**src/rtl/uart_alu_pkg.sv**
```systemverilog
// Shared types for the UART command engine.
// Opcodes, FSM states and header size.
package uart_alu_pkg;

  localparam int HDR_BYTES = 4;

  typedef enum logic [7:0] {
    OPC_ECHO = 8'hEC,
    OPC_ADD  = 8'hA8,
    OPC_MUL  = 8'h8C
  } opcode_e;

  typedef enum logic [3:0] {
    S_OPC,
    S_RSV,
    S_LLO,
    S_LHI,
    S_ECHO,
    S_ACC,
    S_MUL,
    S_RES,
    S_TAIL,
    S_DRAIN
  } state_e;

endpackage

```
**src/rtl/uart_alu_cmd_engine_mul.sv**
```systemverilog
// Shift-add multiplier, low half of the product.
// done_o is high WIDTH cycles after start_i; p_o is valid with it.
module alu_seq_mul #(
  parameter int WIDTH = 32
) (
  input  logic             clk_i,
  input  logic             rst_ni,
  input  logic             start_i,
  input  logic [WIDTH-1:0] a_i,
  input  logic [WIDTH-1:0] b_i,
  output logic             done_o,
  output logic [WIDTH-1:0] p_o
);

  localparam int CW = $clog2(WIDTH + 1);

  logic [WIDTH-1:0] a;
  logic [WIDTH-1:0] b;
  logic [WIDTH-1:0] p;
  logic [CW-1:0]    cnt;
  logic             busy;

  // the final partial product is folded in combinationally
  assign p_o    = p + (b[0] ? a : '0);
  assign done_o = busy & (cnt == CW'(1));

  // one multiplier bit per cycle
  always_ff @(posedge clk_i) begin
    if (!rst_ni) begin
      a    <= '0;
      b    <= '0;
      p    <= '0;
      cnt  <= '0;
      busy <= 1'b0;
    end else if (start_i) begin
      a    <= a_i;
      b    <= b_i;
      p    <= '0;
      cnt  <= CW'(WIDTH);
      busy <= 1'b1;
    end else if (busy) begin
      p   <= p_o;
      a   <= a << 1;
      b   <= b >> 1;
      cnt <= cnt - 1'b1;
      if (cnt == CW'(1)) busy <= 1'b0;
    end
  end

endmodule

```
**src/rtl/uart_alu_cmd_engine.sv**
```systemverilog
// Framed byte-stream ECHO/ADD/MUL engine.
// Define UART_ALU_CKSUM_EN to append an XOR checksum byte.
module uart_alu_cmd_engine
  import uart_alu_pkg::*;
#(
  parameter int OPERAND_WIDTH = 32,
  parameter int LEN_WIDTH     = 16
) (
  input  logic       clk_i,
  input  logic       rst_ni,
  input  logic [7:0] s_axis_tdata_i,
  input  logic       s_axis_tvalid_i,
  output logic       s_axis_tready_o,
  output logic [7:0] m_axis_tdata_o,
  output logic       m_axis_tvalid_o,
  input  logic       m_axis_tready_i,
  output logic       busy_o,
  output logic       err_o
);

  localparam int W  = OPERAND_WIDTH;
  localparam int N  = W / 8;
  localparam int BW = $clog2(N + 1);
  localparam logic [LEN_WIDTH-1:0] HDR = LEN_WIDTH'(HDR_BYTES);

`ifdef UART_ALU_CKSUM_EN
  localparam state_e DONE_ST = S_TAIL;
`else
  localparam state_e DONE_ST = S_OPC;
`endif

  state_e               state;
  logic [7:0]           opc;
  logic [7:0]           len_lo;
  logic [LEN_WIDTH-1:0] rem;
  logic [BW-1:0]        bcnt;
  logic                 first;
  logic [W-1:0]         word;
  logic [W-1:0]         acc;
  logic [7:0]           cksum;

  logic                 rdy;
  logic                 in_hs;
  logic                 out_hs;
  logic                 can_load;
  logic                 last;
  logic                 word_done;
  logic [W-1:0]         word_n;
  logic [LEN_WIDTH-1:0] len_full;
  logic [LEN_WIDTH-1:0] pay;
  logic                 len_short;
  logic                 len_ok;
  logic                 mul_start;
  logic                 mul_done;
  logic [W-1:0]         mul_p;

  assign in_hs     = s_axis_tvalid_i & s_axis_tready_o;
  assign out_hs    = m_axis_tvalid_o & m_axis_tready_i;
  assign can_load  = ~m_axis_tvalid_o | m_axis_tready_i;
  assign last      = (rem == LEN_WIDTH'(1));
  assign word_done = (bcnt == BW'(N - 1));
  assign word_n    = (word >> 8) | (W'(s_axis_tdata_i) << (W - 8));
  assign len_full  = LEN_WIDTH'({s_axis_tdata_i, len_lo});
  assign pay       = len_full - HDR;
  assign len_short = (len_full <= HDR);
  assign len_ok    = ((pay % LEN_WIDTH'(N)) == '0);
  assign busy_o    = (state != S_OPC);

  assign mul_start = (state == S_ACC) & in_hs & word_done
                   & ~first & (opc == OPC_MUL);

  alu_seq_mul #(.WIDTH(W)) u_mul (
    .clk_i   (clk_i),
    .rst_ni  (rst_ni),
    .start_i (mul_start),
    .a_i     (acc),
    .b_i     (word_n),
    .done_o  (mul_done),
    .p_o     (mul_p)
  );

  // input ready per state; an idle engine waits for the reply to drain
  always_comb begin
    rdy = 1'b0;
    unique case (state)
      S_OPC:   rdy = ~m_axis_tvalid_o;
      S_RSV,
      S_LLO,
      S_LHI,
      S_ACC,
      S_DRAIN: rdy = 1'b1;
      S_ECHO:  rdy = can_load;
      default: rdy = 1'b0;
    endcase
    s_axis_tready_o = rdy & rst_ni;
  end

  // packet FSM with registered reply stream and error pulse
  always_ff @(posedge clk_i) begin
    if (!rst_ni) begin
      state           <= S_OPC;
      opc             <= '0;
      len_lo          <= '0;
      rem             <= '0;
      bcnt            <= '0;
      first           <= 1'b0;
      word            <= '0;
      acc             <= '0;
      cksum           <= '0;
      m_axis_tvalid_o <= 1'b0;
      m_axis_tdata_o  <= '0;
      err_o           <= 1'b0;
    end else begin
      err_o <= 1'b0;
      if (out_hs) m_axis_tvalid_o <= 1'b0;
      unique case (state)
        S_OPC: begin
          cksum <= '0;
          if (in_hs) begin
            opc   <= s_axis_tdata_i;
            state <= S_RSV;
          end
        end
        S_RSV: if (in_hs) state <= S_LLO;
        S_LLO: begin
          if (in_hs) begin
            len_lo <= s_axis_tdata_i;
            state  <= S_LHI;
          end
        end
        S_LHI: begin
          if (in_hs) begin
            rem   <= pay;
            bcnt  <= '0;
            first <= 1'b1;
            if (len_short) begin
              state <= S_OPC;
            end else begin
              unique case (1'b1)
                (opc == OPC_ECHO): state <= S_ECHO;
                (opc == OPC_ADD),
                (opc == OPC_MUL): begin
                  state <= len_ok ? S_ACC : S_DRAIN;
                  err_o <= ~len_ok;
                end
                default: begin
                  state <= S_DRAIN;
                  err_o <= 1'b1;
                end
              endcase
            end
          end
        end
        S_ECHO: begin
          if (in_hs) begin
            m_axis_tdata_o  <= s_axis_tdata_i;
            m_axis_tvalid_o <= 1'b1;
            cksum           <= cksum ^ s_axis_tdata_i;
            rem             <= rem - 1'b1;
            if (last) state <= DONE_ST;
          end
        end
        S_ACC: begin
          if (in_hs) begin
            rem  <= rem - 1'b1;
            word <= word_n;
            bcnt <= bcnt + 1'b1;
            if (word_done) begin
              bcnt <= '0;
              if (first) begin
                first <= 1'b0;
                acc   <= word_n;
              end else if (opc == OPC_ADD) begin
                acc <= acc + word_n;
              end
              if (mul_start) state <= S_MUL;
              else if (last) state <= S_RES;
            end
          end
        end
        S_MUL: begin
          if (mul_done) begin
            acc   <= mul_p;
            state <= (rem == '0) ? S_RES : S_ACC;
          end
        end
        S_RES: begin
          if (can_load) begin
            m_axis_tdata_o  <= acc[7:0];
            m_axis_tvalid_o <= 1'b1;
            cksum           <= cksum ^ acc[7:0];
            acc             <= acc >> 8;
            bcnt            <= bcnt + 1'b1;
            if (word_done) begin
              bcnt  <= '0;
              state <= DONE_ST;
            end
          end
        end
        S_TAIL: begin
          if (can_load) begin
            m_axis_tdata_o  <= cksum;
            m_axis_tvalid_o <= 1'b1;
            state           <= S_OPC;
          end
        end
        S_DRAIN: begin
          if (in_hs) begin
            rem <= rem - 1'b1;
            if (last) state <= S_OPC;
          end
        end
        default: state <= S_OPC;
      endcase
    end
  end

endmodule
```
**config.mk**
```make
export PLATFORM = sky130hd
export DESIGN_NAME = uart_alu_cmd_engine
export DESIGN_NICKNAME = d
export VERILOG_FILES = /design/src/rtl/uart_alu_pkg.sv /design/src/rtl/uart_alu_cmd_engine_mul.sv /design/src/rtl/uart_alu_cmd_engine.sv
export SDC_FILE = /design/constraint.sdc
export NUM_CORES = 1
export LEC_CHECK = 0
export CORE_MARGIN = 2
export CORE_UTILIZATION = 49
export DETAILED_ROUTE_END_ITERATION = 6
export PLACE_DENSITY = 0.65
export SETUP_SLACK_MARGIN = 0.05
export SLEW_MARGIN = 15
export SYNTH_ARGS = -nofsm -noshare
export SYNTH_HDL_FRONTEND = slang
export SYNTH_SLANG_ARGS = --single-unit
```
**constraint.sdc**
```tcl
create_clock -name clk_i -period 3.9 [get_ports clk_i]
set_input_delay 0.78 -clock clk_i [delete_from_list [all_inputs] [get_ports clk_i]]
set_output_delay 0.78 -clock clk_i [all_outputs]
set_load 0.02 [all_outputs]
```
==> impl_metrics.py, run 1 <==
metrics = {
    "run_status": {
        "status": "finished, final reports clean",
    },
    "sta": {
        "finalSetupViolations": 0,
        "tightest_slew_ns": 0.968,
        "fmax_ghz": 0.292,
        "slew_headroom_pct": 35.2,
        "rsz0062_at_grt": "no",
        "finalClockSkew_ns": 0.00705,
        "period_share_pct": 87.7,
        "hold_viol": 0,
        "fin_ws_ns": 0.479,
        "holdWs_ns": 0.462,
        "finalSetupTns_ns": 0,
        "min_period_ns": 3.42,
        "drv_slew": 0,
    },
    "floorplanning": {
        "fp.dieW_um": 172,
        "start_util_pct": 49.8,
        "core_mm2": 0.0278,
        "die_h_um": 172,
        "num_rows": 61,
        "io_pins": 24,
        "dieArea_mm2": 0.0296,
    },
    "final_layout": {
        "antennaDiodeCount": 0,
        "finalNetCount": 1785,
        "syn2layout_area_growth_pct": 11.1,
        "stdcell_count": 2099,
        "drive_gt1_share_pct": 6.22,
        "fill_cells": 2624,
        "design_area_mm2": 0.0154,
        "fin_util_pct": 55.4,
    },
    "run": {
        "maxCapViolCount": 0,
    },
    "logic_synthesis": {
        "synth_top_cell_area_share_pct": 31.4,
        "synth_cell_types": 78,
        "seq_area_frac_synth_pct": 31.4,
        "ys_top_cells_by_count": "nand2_1, dfxtp_1, nor2_1",
        "synth_fp_nets": 1804,
        "synth_most_common_cell": "nand2_1",
        "synth-edff-count": 0,
        "ys_seq_elements": 217,
        "synth_top_area_cell": "dfxtp_1",
        "ys.warnings.count": 0,
        "async_flop_share_pct": 0,
        "syn_inst": 1721,
        "synth_area_mm2": 0.0138,
        "synth_area_leaders": "dfxtp_1, mux2i_1, ha_1",
        "syn_area_per_cell_um2": 8.04,
        "synthFlopType": "dfxtp_1",
    },
    "placement": {
        "place_ws_ns": 0.476,
        "dpl_cell_area_mm2": 0.0145,
        "gp_congestion": 0.934,
        "placed_cells": 2052,
        "portBuffers": 23,
        "hpwl_um": 27700,
    },
    "drt": {
        "drc_errors": 0,
        "vias": 12400,
        "drtIter0Drc": 927,
        "ant_nets": 0,
        "routedWlPerCell_um": 18.6,
        "wirelength_um": 39000,
        "drt-vias-per-instance": 5.93,
        "drt_pre_antenna_iters": 5,
    },
    "cts": {
        "cts_num_sinks": 217,
        "clk_pin_slew_ns": 0.06,
        "insertion_delay_ns": 0.53,
        "numCtsBuffers": 26,
        "cts-hold-fix-buffers": 0,
        "cts_tree": "done",
        "post-cts-setup-buffers": 0,
        "cts_max_level": 1,
        "cts_resized": 0,
        "cts.path.max_buffers": 3,
        "cts-root-buf": "clkbuf_16",
    },
    "critical_path": {
        "critPathCaptureType": "register",
        "cp_top_family": "compound AO/OA/AOI/OAI gates",
        "cp_num_buf_inv": 1,
        "r2r_cells": 13,
        "path_cells": "buf_4 > nand2_1 > fa_1 > and2b_4 > o2111ai_2 > a21boi_2 > a311o_1 > a31oi_2 > a21oi_2 > a221oi_2 > xnor2_1 > a221o_1 > o221a_1",
        "max_stage_delay_ns": 0.47,
        "crit_arrival_ns": 3.84,
        "worst_ep_required_time_ns": 4.32,
        "crit_cells": 13,
        "path_class": "reg2reg",
        "cp_slowest_cell": "fa_1",
        "start_kind": "register",
        "cp_max_fo": 32,
    },
    "global_routing": {
        "grt_pass1_vias": 11700,
        "grt_max_degree": 151,
        "antenna_found_initial": 0,
        "grt_pass1_wl_um": 63000,
        "gr-usage-all-layers_pct": 26.6,
        "gr-total-overflow": 0,
    },
    "pwr": {
        "total_power_mw": 6.61,
        "p_leak_nw": 6.59,
        "max-vdd-ir-drop_v": 0.000296,
        "power.density_mw_per_mm2": 430,
    },
    "hold_path": {
        "min_path_cells": 1,
        "min_path_type": "reg2reg",
    },
}
## cell usage in the layout, fill, tap and decap left out, drive strengths merged, types with 5 or more instances in the layout
cell type / Yosys / final
clkinv: 0 / 8
xnor2: 42 / 42
o21ai: 98 / 98
dfxtp: 217 / 217
nor3: 31 / 31
and3: 14 / 14
a21o: 31 / 31
nor2: 152 / 152
ha: 69 / 69
a21boi: 40 / 40
o211a: 52 / 52
a31oi: 17 / 17
nor4: 14 / 14
a21oi: 121 / 121
nor2b: 31 / 31
o211ai: 8 / 8
o22ai: 8 / 8
o221a: 5 / 5
clkbuf: 93 / 34
nand4: 10 / 10
or3: 9 / 9
inv: 33 / 33
and2: 48 / 48
a22oi: 6 / 6
clkdlybuf4s50: 0 / 22
nand3: 31 / 31
a311oi: 7 / 7
buf: 16 / 40
o21a: 20 / 20
o21bai: 6 / 6
nand2: 221 / 221
mux2i: 108 / 108
a221oi: 19 / 19
xor2: 25 / 25
a211oi: 47 / 47
nand2b: 15 / 15
or2: 5 / 5
## state kept, by name, indices dropped and copies added, names as in the netlist
register,count
acc,32
bcnt,3
cksum,8
err_o,1
first,1
len_lo,8
m_axis_tdata_o,8
m_axis_tvalid_o,1
opc,8
rem,16
state,4
u_mul.a,32
u_mul.b,32
u_mul.busy,1
u_mul.cnt,6
u_mul.p,32
word,24
## final timing paths
check / start / endpoint / slack (ns)
max: u_mul.b[0] / acc[30] / 0.48
min: bcnt[2] / bcnt[2] / 0.46
max reg2reg: u_mul.b[0] / acc[30] / 0.48
min reg2reg: bcnt[2] / bcnt[2] / 0.46
## worst register-to-register path: cells and delay by family (launching register included)
kind            cells  cell delay [ns]
compound gates      8             1.66
xor+xnor            1             0.17
flops               1             0.32
buf+inv             1             0.27
fa+ha+maj           1             0.47
simple gates        2             0.43
## layer usage
layer  vias up  track usage [%]  wire length [um]
met2       368             41.6             16900
met5         -                0                 0
li1       6196                -                 -
met1      5828             38.2             18800
met4         0             6.94               894
met3        53             4.05              2350
## logic make-up (layout without fill, tap and decap cells)
kind of cell	after synthesis	count (layout)	synth area share, %
xor+xnor	67	67	4.24
compound gates	521	521	26.2
mux	109	109	7.89
flops	217	217	31.4
buf+inv	142	142	3.91
simple gates	594	594	19.8
fa+ha+maj	71	71	6.53
## area by class of cell
cell class | instances | area (um2) | share of cell area (%)
repair buffers | 62 | 571 | 3.71
inverters | 33 | 124 | 0.805
flip-flops and latches | 217 | 4350 | 28.3
well taps | 378 | 473 | 3.08
multi-input cells | 1362 | 8970 | 58.3
clock buffers | 34 | 742 | 4.82
clock inverters | 13 | 149 | 0.968
## report_power, final
part	leakage (nW)	internal [mW]	total [mW]	switching (mW)
clock	0.439	1.53	2.53	0.997
combinational	4.40	0.584	1.56	0.977
sequential	1.75	2.35	2.52	0.167
total	6.59	4.47	6.61	2.14
Power figures use the tool's default switching activity.
==> run 2, diff against run 1 <==
==> constraint.sdc (replaced) <==
create_clock -name clk_i -period 3.9 [get_ports clk_i]
set_input_delay 1.17 -clock clk_i [delete_from_list [all_inputs] [get_ports clk_i]]
set_output_delay 1.17 -clock clk_i [all_outputs]
set_load 0.02 [all_outputs]
==> run 2 against run 1 <==
Net effect:
- first-iteration DRC count is 11% higher
- power fell by 1.4%
- clock-buffer cell count rose by 2
- combinational power is essentially flat
- critical path type is now in2out
==> impl_metrics.py, run 2 (synthesis gave the netlist of run 1 again) <==
metrics = {
    "pwr": {
        "p_leak_nw": 6.62,
        "power.density_mw_per_mm2": 423,
        "max-vdd-ir-drop_v": 0.000316,
    },
    "critical_path": {
        "r2r_cells": 14,
        "ff2ff_setup_slack_ns": 0.33,
        "path_class": "in2out",
        "crit_arrival_ns": 2.48,
        "r2r-start": "u_mul.b[0]",
        "timing.rr.end": "acc[30]",
        "start_kind": "input port",
        "cp_max_fo": 2,
        "critPathCaptureType": "output port",
        "worst_ep_required_time_ns": 2.73,
    },
    "global_routing": {
        "grt_pass1_vias": 11400,
        "grt_pass1_wl_um": 62200,
        "gr-usage-all-layers_pct": 26.4,
        "gr-total-overflow": 0,
        "antenna_found_initial": 0,
        "grt_max_degree": 70,
    },
    "cts": {
        "clk_pin_slew_ns": 0.06,
        "cts_num_sinks": 217,
        "cts-hold-fix-buffers": 0,
        "cts_tree": "done",
        "insertion_delay_ns": 0.55,
        "cts_max_level": 1,
        "cts-root-buf": "clkbuf_16",
        "post-cts-setup-buffers": 0,
        "numCtsBuffers": 26,
        "cts.path.max_buffers": 3,
    },
    "run": {
        "maxCapViolCount": 0,
    },
    "final_layout": {
        "final_common_cell": "nand2_1",
        "fill_cells": 2628,
        "syn2layout_area_growth_pct": 11.4,
        "finalNetCount": 1797,
        "register_area_mm2": 0.00435,
        "final_cell_mix": "nand2_1, dfxtp_1, nor2_1",
        "multi_input_area_mm2": 0.00897,
        "antennaDiodeCount": 0,
        "drive_gt1_share_pct": 6.86,
    },
    "sta": {
        "fmax_ghz": 0.274,
        "finalSetupViolations": 0,
        "finalClockSkew_ns": 0.0229,
        "drv_slew": 0,
        "min_period_ns": 3.65,
        "rsz0062_at_grt": "no",
        "period_share_pct": 93.7,
        "finalSetupTns_ns": 0,
        "hold_viol": 0,
        "tightest_slew_ns": 1.12,
        "slew_headroom_pct": 25.2,
        "holdWs_ns": 0.464,
    },
    "placement": {
        "gp_congestion": 0.913,
        "hpwl_um": 27900,
        "portBuffers": 23,
    },
    "drt": {
        "routedLengthMet1_um": 19300,
        "routedWlPerCell_um": 18.7,
        "drt_pre_antenna_iters": 5,
        "drt-vias-per-instance": 5.91,
        "ant_nets": 0,
        "wirelength_um": 39400,
        "drc_errors": 0,
        "met3WireLength_um": 2260,
        "highest_layer": "met4",
        "dr_wl_met2_um": 17000,
        "drtIter0Drc": 1031,
        "vias": 12500,
    },
    "hold_path": {
        "min_to": "bcnt[2]",
        "min-delay-start": "bcnt[2]",
        "min_path_cells": 1,
        "min_path_type": "reg2reg",
    },
    "floorplanning": {
        "num_rows": 61,
        "core_mm2": 0.0278,
        "io_pins": 24,
        "die_h_um": 172,
        "fp.dieW_um": 172,
        "dieArea_mm2": 0.0296,
        "start_util_pct": 49.8,
    },
    "run_status": {
        "status": "finished, final reports clean",
    },
}
-- run 2: cell types whose count changed in the layout (fill, tap and decap cells not counted), moves of 2 or more --
| cell | delta |
|---|---|
| buf_4 | +13 |
| bufinv_16 | -2 |
| clkbuf_8 | +2 |
| clkinv_2 | -2 |
| buf_12 | -2 |
-- run 2: worst max-delay path by stage --
stage / start / cells past startpoint / slack, ns / to
4_1_cts: m_axis_tready_i / 6 / 0.25 / s_axis_tready_o
3_3_place_gp: m_axis_tready_i / 6 / -0.04 / s_axis_tready_o
6_report: m_axis_tready_i / 6 / 0.25 / s_axis_tready_o
2_1_floorplan: u_mul.b[0] / 15 / 0.64 / acc[30]
5_1_grt: u_mul.b[0] / 16 / 0.1 / acc[31]
3_5_place_dp: m_axis_tready_i / 6 / -0.02 / s_axis_tready_o
-- run 2: power breakdown --
part	leakage, nW	switching (mW)	internal, mW
Clock	0.418	1.02	1.41
Combinational	4.45	0.980	0.583
Sequential	1.75	0.175	2.35
Total	6.62	2.17	4.35
-- run 2: cell type report --
cell class / instances / share of cell area, %
Multi-Input combinational cell: 1362 / 58.2
Sequential cell: 217 / 28.2
Clock buffer: 36 / 4.85
Timing Repair Buffer: 74 / 4.14
Tap cell: 378 / 3.07
Inverter: 33 / 0.804
Clock inverter: 12 / 0.722
-- run 2: worst max-delay path, cell delays in order --
cell,delay (ns)
clkdlybuf4s50_1,0.48
nand2_1,0.05
a21oi_1,0.23
o31ai_1,0.11
nor2_1,0.11
dlygate4sd2_1,0.33
-- run 2: stage by stage --
| step | instances | worst slack, ns | power [mW] | util [%] | area (um2) |
|---|---|---|---|---|---|
| CTS | 2112 | 0.246 | 6.53 | 55.5 | 15400 |
| detailed placement | 2064 | -0.0240 | 4.10 | 52.4 | 14600 |
| global route | 2112 | 0.0998 | 6.82 | 55.5 | 15400 |
| finish | 2112 | 0.246 | 6.52 | 55.5 | 15400 |
| floorplan | 1721 | 0.643 | 3.61 | - | 13800 |
| global placement | 2064 | -0.0449 | 4.08 | 52.4 | 14600 |
-- run 2: layer usage --
metal,GRT usage [%],up-vias
li1,-,6235
met1,38.3,5874
met2,41.5,323
met3,3.36,53
met4,6.76,0
met5,0,-
-- run 2: what timing repair did --
| action | 4_1_cts | 5_1_grt |
|---|---|---|
| resized for setup | 1 | 1 |
| pin swaps | 0 | 1 |
| endpoints found under the setup margin | 1 | 1 |
| endpoints found under the hold margin | 0 | 0 |
==> run 3, diff against run 2 <==
CTS_BUF_LIST = sky130_fd_sc_hd__clkbuf_16   (was default)
TNS_END_PERCENT = 30   (was default)
==> run 3 against run 2 <==
Net effect:
- register-to-register slack hardly changed
- highest routed layer unchanged
- largest power group unchanged
- hold slack worse by 0.0031 ns
- largest cell class unchanged
- maximum frequency hardly changed
- sequential share of layout area is 0.11 points higher
==> impl_metrics.py, run 3 (synthesis gave the netlist of run 1 again) <==
metrics = {
    "final_layout": {
        "antennaDiodeCount": 0,
        "design_area_mm2": 0.0154,
        "syn2layout_area_growth_pct": 11.0,
        "finalNetCount": 1797,
        "final_common_cell": "nand2_1",
        "fill_cells": 2637,
        "register_area_mm2": 0.00435,
        "multi_input_area_mm2": 0.00897,
        "fin_util_pct": 55.3,
        "final_cell_mix": "nand2_1, dfxtp_1, nor2_1",
        "drive_gt1_share_pct": 6.52,
    },
    "cts": {
        "clk_pin_slew_ns": 0.06,
        "cts_tree": "done",
        "cts.path.max_buffers": 3,
        "post-cts-setup-buffers": 0,
        "cts-hold-fix-buffers": 0,
        "cts_num_sinks": 217,
        "insertion_delay_ns": 0.55,
        "cts-root-buf": "clkbuf_16",
        "cts_max_level": 1,
        "numCtsBuffers": 26,
    },
    "sta": {
        "fin_ws_ns": 0.247,
        "min_period_ns": 3.65,
        "finalClockSkew_ns": 0.0236,
        "finalSetupTns_ns": 0,
        "drv_slew": 0,
        "fmax_ghz": 0.274,
        "hold_viol": 0,
        "finalSetupViolations": 0,
        "period_share_pct": 93.7,
        "slew_headroom_pct": 25.5,
        "tightest_slew_ns": 1.12,
        "holdWs_ns": 0.461,
        "rsz0062_at_grt": "no",
    },
    "placement": {
        "place_ws_ns": -0.0240,
        "hpwl_um": 27900,
        "portBuffers": 23,
        "dpl_cell_area_mm2": 0.0146,
        "gp_congestion": 0.913,
    },
    "drt": {
        "ant_nets": 0,
        "drc_errors": 0,
        "drtIter0Drc": 1037,
        "vias": 12400,
        "drt-vias-per-instance": 5.89,
        "wirelength_um": 39300,
        "drt_pre_antenna_iters": 5,
        "routedWlPerCell_um": 18.6,
    },
    "run": {
        "maxCapViolCount": 0,
    },
    "critical_path": {
        "worst_ep_required_time_ns": 2.73,
        "critPathCaptureType": "output port",
        "start_kind": "input port",
        "cp_max_fo": 2,
        "crit_arrival_ns": 2.48,
        "path_class": "in2out",
    },
    "hold_path": {
        "min_path_type": "reg2reg",
    },
    "floorplanning": {
        "num_rows": 61,
        "die_h_um": 172,
        "dieArea_mm2": 0.0296,
        "core_mm2": 0.0278,
        "start_util_pct": 49.8,
        "io_pins": 24,
        "fp.dieW_um": 172,
    },
    "global_routing": {
        "grt_pass1_vias": 11400,
        "gr-usage-all-layers_pct": 26.4,
        "grt_pass1_wl_um": 62200,
        "antenna_found_initial": 0,
        "gr-total-overflow": 0,
        "grt_max_degree": 70,
    },
    "run_status": {
        "status": "finished, final reports clean",
    },
    "pwr": {
        "intPower_mw": 4.22,
        "combPwrFrac_pct": 24.5,
        "p_leak_nw": 6.60,
        "power.density_mw_per_mm2": 416,
        "power.switching_mw": 2.16,
        "pwr-share-seq_pct": 39.6,
        "swShare_pct": 33.9,
        "max-vdd-ir-drop_v": 0.000316,
        "pwr-share-clk_pct": 36.0,
    },
}
[run 3: area by class of cell]
cell class	count	area share, %
clock inverter	22	0.970
inverter	33	0.807
clock buffer	26	4.24
tap	378	3.08
timing repair buffer	74	4.16
multi-input combinational	1362	58.4
sequential	217	28.3
[run 3: timing repair]
item	4_1_cts	5_1_grt
pin swaps	0	1
endpoints found under the setup margin	1	1
gates cloned	0	0
gates resized for setup	1	1
[run 3: per-stage QoR]
stage / cells / total power, mW
after global routing: 2112 / 6.69
final: 2112 / 6.38
after CTS: 2112 / 6.40
after detailed placement: 2064 / 4.10
after global placement: 2064 / 4.08
after floorplan: 1721 / 3.61
[run 3: critical path, cell delays in order]
cell and delay (ns):
clkdlybuf4s50_1 0.48, nand2_1 0.05, a21oi_1 0.23, o31ai_1 0.11, nor2_1 0.11, dlygate4sd2_1 0.33
[run 3: per-layer routing]
metal  part of all wire, %  GRT usage, %  routed length (um)
met1                    49          38.2               19200
met2                    43          41.7               17000
met3                   5.6          3.36                2190
met4                   2.2          6.76                 852
met5                     0             0                   0
[run 3: worst paths after layout]
path	slack [ns]	cells after the start	endpoint	from
setup / recovery	0.25	6	s_axis_tready_o	m_axis_tready_i
hold / removal	0.46	1	bcnt[2]	bcnt[2]
setup reg to reg	0.32	14	acc[30]	u_mul.b[0]
hold reg to reg	0.46	1	bcnt[2]	bcnt[2]
[run 3: power by group through the flow]
stage	Combinational, mW	Sequential (mW)	Clock (mW)
2_1_floorplan	1.11	2.50	0
3_3_place_gp	1.52	2.57	0
3_5_place_dp	1.53	2.57	0
4_1_cts	1.54	2.52	2.34
5_1_grt	1.72	2.54	2.44
6_report	1.56	2.53	2.30
